**config.mk**
```make
export PLATFORM = sky130hd
export DESIGN_NAME = dense_fc_layer
export DESIGN_NICKNAME = d
export VERILOG_FILES = /design/src/rtl/dense_fc_layer.sv
export SDC_FILE = /design/constraint.sdc
export NUM_CORES = 2
export LEC_CHECK = 0
export ABC_AREA = 1
export CAP_MARGIN = 0
export CORE_ASPECT_RATIO = 0.9
export CORE_MARGIN = 3
export CORE_UTILIZATION = 44
export CTS_BUF_LIST = sky130_fd_sc_hd__clkbuf_16
export DETAILED_ROUTE_END_ITERATION = 6
export PLACE_DENSITY = 0.68
export SLEW_MARGIN = 10
export SYNTH_ARGS = -nofsm -noshare
export SYNTH_HDL_FRONTEND = slang
export SYNTH_SLANG_ARGS = --single-unit
```
**constraint.sdc**
```tcl
create_clock -name clk -period 12.86 [get_ports clk]
set_input_delay 1.286 -clock clk [delete_from_list [all_inputs] [get_ports clk]]
set_output_delay 1.286 -clock clk [all_outputs]
set_load 0.02 [all_outputs]
```
**src/rtl/dense_fc_layer.sv**
```systemverilog
// dense_fc_layer: fixed-point fully-connected layer over M10K-resident vector, weights and biases
module dense_fc_layer #(
  parameter int DATA_WIDTH     = 27,
  parameter int FRACTION_WIDTH = 8,
  parameter int IN_LEN         = 50,
  parameter int OUT_LEN        = 10,
  parameter int ADDR_WIDTH     = 10,
  parameter int WADDR_WIDTH    = 10,
  parameter int READ_LATENCY   = 2
) (
  input  logic                          clk,
  input  logic                          reset,
  input  logic                          run,
  input  logic signed [DATA_WIDTH-1:0]  vec_data_in,
  output logic        [ADDR_WIDTH-1:0]  vec_read_addr_out,
  input  logic signed [DATA_WIDTH-1:0]  weight_data_in,
  output logic        [WADDR_WIDTH-1:0] weight_read_addr_out,
  input  logic signed [DATA_WIDTH-1:0]  bias_data_in,
  output logic        [ADDR_WIDTH-1:0]  bias_read_addr_out,
  output logic signed [DATA_WIDTH-1:0]  result_out,
  output logic        [ADDR_WIDTH-1:0]  write_address_out,
  output logic                          we_out,
  output logic                          fc_done
);
  localparam int AW = 2*DATA_WIDTH + $clog2(IN_LEN) + 1;
  localparam logic [READ_LATENCY-1:0] LAST_TAG = READ_LATENCY'(1) << (READ_LATENCY-1);
  localparam logic signed [AW:0] SMAX = (AW+1)'({1'b0, {(DATA_WIDTH-1){1'b1}}});
  localparam logic signed [AW:0] SMIN = ~SMAX;
  typedef enum logic [2:0] {IDLE, FETCH, DRAIN, WRITE, DONE} state_t;
  state_t state_q, state_d;
  logic [ADDR_WIDTH-1:0] i_q, i_d, o_q, o_d, wa_q, wa_d;
  logic [WADDR_WIDTH-1:0] w_q, w_d;
  logic [READ_LATENCY-1:0] vld_q, vld_d;
  logic signed [AW-1:0] acc_q, acc_d;
  logic signed [DATA_WIDTH-1:0] res_q, res_d, sat;
  logic signed [2*DATA_WIDTH-1:0] prod;
  logic signed [AW:0] sum, shr;
  logic last_i, last_o, drained;
  assign last_i = i_q == ADDR_WIDTH'(IN_LEN-1);
  assign last_o = o_q == ADDR_WIDTH'(OUT_LEN-1);
  // the last tag sits alone at the pipe end exactly READ_LATENCY cycles after the final issue
  assign drained = vld_q == LAST_TAG;
  assign vec_read_addr_out = i_q;
  assign weight_read_addr_out = w_q;
  assign bias_read_addr_out = o_q;
  // state register
  always_ff @(posedge clk)
    if (reset) state_q <= IDLE;
    else state_q <= state_d;
  // next-state logic; run only matters in IDLE
  always_comb begin
    state_d = state_q;
    case (state_q)
      IDLE:    state_d = run ? FETCH : IDLE;
      FETCH:   state_d = last_i ? DRAIN : FETCH;
      DRAIN:   state_d = drained ? WRITE : DRAIN;
      WRITE:   state_d = last_o ? DONE : FETCH;
      default: state_d = IDLE;
    endcase
  end
  // outputs: live result during WRITE, otherwise the held copy of the last write
  always_comb begin
    we_out = state_q == WRITE;
    fc_done = state_q == DONE;
    result_out = state_q == WRITE ? sat : res_q;
    write_address_out = state_q == WRITE ? o_q : wa_q;
  end
  // MAC product, bias alignment, floor shift and saturation
  always_comb begin
    prod = vec_data_in * weight_data_in;
    sum = (AW+1)'(acc_q) + ((AW+1)'(bias_data_in) <<< FRACTION_WIDTH);
    shr = sum >>> FRACTION_WIDTH;
    sat = shr > SMAX ? DATA_WIDTH'(SMAX) : shr < SMIN ? DATA_WIDTH'(SMIN) : DATA_WIDTH'(shr);
  end
  // counters, running weight address, accumulator and read-tag pipe
  always_comb begin
    i_d = i_q;
    o_d = o_q;
    w_d = w_q;
    acc_d = vld_q[READ_LATENCY-1] ? acc_q + AW'(prod) : acc_q;
    vld_d = (vld_q << 1) | READ_LATENCY'(state_q == FETCH);
    res_d = state_q == WRITE ? sat : res_q;
    wa_d = state_q == WRITE ? o_q : wa_q;
    if (state_q == IDLE && run) begin
      i_d = '0;
      o_d = '0;
      w_d = '0;
      acc_d = '0;
    end
    if (state_q == FETCH && !last_i) begin
      i_d = i_q + 1'b1;
      w_d = w_q + 1'b1;
    end
    if (state_q == WRITE && !last_o) begin
      i_d = '0;
      o_d = o_q + 1'b1;
      w_d = w_q + 1'b1;
      acc_d = '0;
    end
  end
  // datapath registers
  always_ff @(posedge clk)
    if (reset) begin
      i_q <= '0;
      o_q <= '0;
      w_q <= '0;
      wa_q <= '0;
      acc_q <= '0;
      vld_q <= '0;
      res_q <= '0;
    end else begin
      i_q <= i_d;
      o_q <= o_d;
      w_q <= w_d;
      wa_q <= wa_d;
      acc_q <= acc_d;
      vld_q <= vld_d;
      res_q <= res_d;
    end
endmodule

```
# Yosys cells after proc, flatten, opt, wreduce, memory -nomap -nowiden
# Index checks and enable logic that the tools add are counted.
[op_classes] order_cmp=2 reduce_logical=11 mux=14 n_eq_ne=7 add_sub_neg=5 bitwise_logic=1 multipliers=1
[op_table] cell="27-bit 2-to-1 mux" count=3
[op_table] cell="61-bit by 35-bit adder with 62-bit output" count=1
[op_table] cell="61-bit by 54-bit adder with 61-bit output" count=1
[op_table] cell="10-bit 2-to-1 mux" count=6
[op_table] cell="54-bit by 27-bit greater-than comparator with 1-bit output, second input constant" count=1
[op_table] cell="54-bit by 27-bit < comparator with 1-bit output, second input constant" count=1
[op_table] cell="27-bit by 27-bit multiplier with 54-bit output" count=1
[op_table] cell="10-bit by 1-bit adder with 10-bit output, second input constant" count=3
[op_table] cell="3-bit case mux with 4 select lines" count=1
[op_table] cell="10-bit by 4-bit equality test with 1-bit output, second input constant" count=1
[op_table] cell="10-bit by 6-bit equality test with 1-bit output, second input constant" count=1
[op_table] cell="3-bit by 2-bit equality test with 1-bit output, second input constant" count=2
[op_table] cell="2-bit nonzero test" count=2
[op_table] cell="3-bit by 1-bit equality test with 1-bit output, second input constant" count=1
[op_table] cell="3-bit equality test, second input constant" count=1
[op_table] cell="1-bit logical AND" count=3
[op_table] cell="3-bit zero test" count=1
[op_table] cell="3-bit 2-to-1 mux" count=1
[op_table] cell="3-bit nonzero test" count=1
[op_table] cell="3-bit OR reduction" count=1
[op_table] cell="2-bit equality test, second input constant" count=1
[op_table] cell="1-bit zero test" count=2
[op_table] cell="1-bit 2-to-1 mux" count=2
[op_table] cell="2-bit 2-to-1 mux" count=1
[op_table] cell="2 further kinds" count=2
[totals] output_inout_bits=69 wordCells=49 register_bits=133 in_bits=84

# Depth between registers and ports, before layout
[depth] depth_word=5 mapped_depth=35 ltp_nobuf=33

# Worst setup path before layout
# OpenSTA, ideal clock, no wires.
[synth_path] path_kind="input-to-reg" startpoint="input vec_data_in[26]" endpoint="register acc_q[58]" setup_time_ns=0.058 n_path_buf=2 required_time_ns=12.802 stages=30 path_slack_ns=4.283 arrival_time_ns=8.520 cell_sequence="clkbuf_1 -> clkbuf_1 -> nand2_1 -> inv_1 -> fa_1 -> inv_1 -> fa_1 -> inv_1 -> fa_1 -> inv_1 -> fa_1 -> inv_1 -> fa_1 -> fa_1 -> inv_1 -> fa_1 -> inv_1 -> ha_1 -> ha_1 -> a21o_1 -> a21oi_1 -> inv_1 -> a21oi_1 -> nor2_1 -> a211oi_1 -> o211ai_1 -> or2_2 -> nand3_1 -> o211ai_1 -> inv_1"
[synth_between] elab_chain_cells=2
[synth_rtl] element="start, declared" line="14" source="input logic signed [DATA_WIDTH-1:0] vec_data_in,"
[synth_rtl] element="27-bit by 27-bit multiplier with 54-bit output" line="70" source="prod = vec_data_in * weight_data_in;"
[synth_rtl] element="61-bit by 54-bit adder with 61-bit output" line="80" source="acc_d = vld_q[READ_LATENCY-1] ? acc_q + AW'(prod) : acc_q;"
[synth_rtl] element="end signal, assigned" line="108" source="acc_q <= '0;"
[synth_rtl] element="end signal, assigned" line="116" source="acc_q <= acc_d;"
[synth_rtl] element="end, declared" line="34" source="logic signed [AW-1:0] acc_q, acc_d;"
# No other way between the ends.
# A chain may end at the register's enable or synchronous reset.

# Worst setup path in the final report
[layout_path] startpoint="input weight_data_in[11]" endpoint="register acc_q[58]"
[layout_between] elab_chain_cells=2
[layout_rtl] element="start, declared" line="16" source="input logic signed [DATA_WIDTH-1:0] weight_data_in,"
[layout_rtl] element="27-bit by 27-bit multiplier with 54-bit output" line="70"
[layout_rtl] element="61-bit by 54-bit adder with 61-bit output" line="80"
# No other way between the ends.

==> metrics.csv <==
metric,value,unit
period_minus_slack,9210,ps
die_x,328,um
slew_headroom,21.0,%
hold_buffers,0,
ys_async_sr_fraction,0,%
n_fill_cell,9110,
vias,33500,
hold_class,reg2reg,
multi_input_area,0.0311,sq mm
setup.worst_path.class,in2reg,
cp.arrival,9600,ps
routed_wl,113000,um
synth_seq_cells,133,
yosys-top-cells-area,"fa_1 41%, inv_1 16%, nand2_1 13%, ha_1 7.8%, dfxtp_1 6.5%",
globalRouteOverflowTotal,0,
synth_flop_cell,dfxtp_1,
io_pins,153,
cts_tree,built,
firstDrtPassIters,6,
drc,0,
drtAntennaViolNets,0,
setup_viol,0,
drv_slew,0,
finalHoldViolations,0,
avgSynthCellArea,7.29,sq um
max_freq,109,MHz
drive_gt1_share,3.01,%
syn2layout_area_growth,8.01,%
synth.distinct_cells,50,
vias_per_cell,4.84,
row_count,105,
first_global_vias,34200,
htree_num_levels,4,
drv_cap,0,
synth_area,0.0411,sq mm
reg2reg_depth,21,
syn-num-nets,6829,
cts_root_buf,clkbuf_16,
grt_max_degree,81,
worstSetupEndpointType,register,
dp_hpwl,96500,um
seq_area_frac_synth,6.48,%
crit_start,weight_data_in[11],
finalNetCount,6862,
syn_inst,5637,
core_area,0.0918,sq mm
layout_common_cells,"1749 x inv_1, 1421 x nand2_1, 851 x fa_1",
track_usage,24.0,%
fin_crit_sh,71.6,%
yosys_warnings,0,
tightest_slew,1180,ps
final_common_cell,inv_1,
grt_pass1_wl,185000,um
outcome,completed,
fin_skew,18.1,ps
tns,0,ps
rr_endpoint,acc_q[44],
cp-start-kind,input port,
synth-edff-count,0,
cts_setup_buffers,0,
cts_buffer_depth,2,
start_util,44.8,%
fp.dieArea,0.0971,sq mm
io_buffers,152,
cts.sinks,133,
synth.top_cell.area_share,41.4,%
cts_buffers,17,
place.gp.congestion,0.948,
rsz0062_at_grt,false,
drt_iter0_drc,2289,
cp_max_fo,15,
insertion_delay,450,ps
endpoint,acc_q[58],
r2r_start,acc_q[13],
clk_pin_slew_worst_paths,70,ps
seqCellArea,0.00266,sq mm
required,13250,ps
antenna_found_initial,4,
wl_per_cell,16.3,um
synth_area_leader_cell,fa_1,
reg2reg_slack,7010,ps
die_y,296,um
cts_resized,0,
[through the flow]
stage | instance area, sq um | setup WS (ps) | cells | utilization, % | hold slack (ps)
global route | 44400 | 3130 | 6915 | 48.4 | 459
detailed placement | 43800 | 3220 | 6881 | 47.7 | 420
finish | 44400 | 3650 | 6916 | 48.4 | 426
CTS | 44400 | 3660 | 6913 | 48.3 | 430
floorplan | 41100 | 4280 | 5637 | - | 403
global placement | 43800 | 3230 | 6881 | 47.7 | 420
[layer usage]
metal  GRT usage (%)  vias up  routed length (um)
met2            40.8      892               54800
met3            2.89      136                6340
li1                -    16000                   -
met5               0        -                  12
met1            33.2    16400               49200
met4            5.28        2                2450
[synth_stat cells (18+ instances only)]
cell and instances:
xor2_1 54, xnor2_1 25, dfxtp_1 133, a21oi_1 193
nand2_1 1421, nand3_1 109, nor2_2 18, o21ai_0 94
clkbuf_1 180, nand3_2 18, nor2_1 307, ha_1 257
fa_1 851, inv_1 1751
[cell families after synthesis]
logic type,Yosys count,share of synthesized area (%)
XOR/XNOR,79,1.68
flip-flops,133,6.48
AO/OA/AOI/OAI,402,5.48
buffers and inverters,1960,18.0
AND/OR/NAND/NOR,1955,19.1
adder cells (fa/ha/maj),1108,49.3
[flip-flops by register name (all words and copies together) (netlist names)]
name and flops:
acc_q 61, bias_read_addr_out 10, res_q 27, state_q 3, vec_read_addr_out 10, vld_q 2, wa_q 10, weight_read_addr_out 10
[area by class of cell]
cell class | instances | area share (%)
repair buffers | 213 | 4.45
diodes | 3 | 0.0169
clock inverters | 15 | 0.307
inverters | 1761 | 14.9
flip-flops and latches | 133 | 6.00
multi-input cells | 3544 | 69.9
well taps | 1230 | 3.47
clock buffers | 17 | 0.958
[how the worst min path moves through the flow]
stage,start,endpoint,cells past startpoint
2_1_floorplan,vld_q[0],vld_q[1],2
3_3_place_gp,vld_q[0],vld_q[1],2
3_5_place_dp,vld_q[0],vld_q[1],2
4_1_cts,vld_q[0],vld_q[1],2
5_1_grt,vld_q[0],vld_q[1],2
6_report,vld_q[0],vld_q[1],2
[worst max-delay path, cell delays in order]
cell,delay [ps]
clkdlybuf4s50_1,920
buf_4,350
nand2_1,100
fa_1,540
inv_1,140
fa_1,570
inv_1,60
fa_1,800
inv_1,260
fa_1,550
inv_1,60
fa_1,490
fa_1,490
inv_1,50
fa_1,430
ha_1,280
ha_1,370
a21o_1,240
a21oi_1,170
inv_1,60
a21oi_1,280
nor2_1,80
a211oi_1,260
o211ai_1,200
or2_2,310
nand3_1,70
o211ai_1,90
inv_1,70
Power is not shown: default switching activity piles up to over one toggle a cycle in this logic, so the estimate is an artifact.
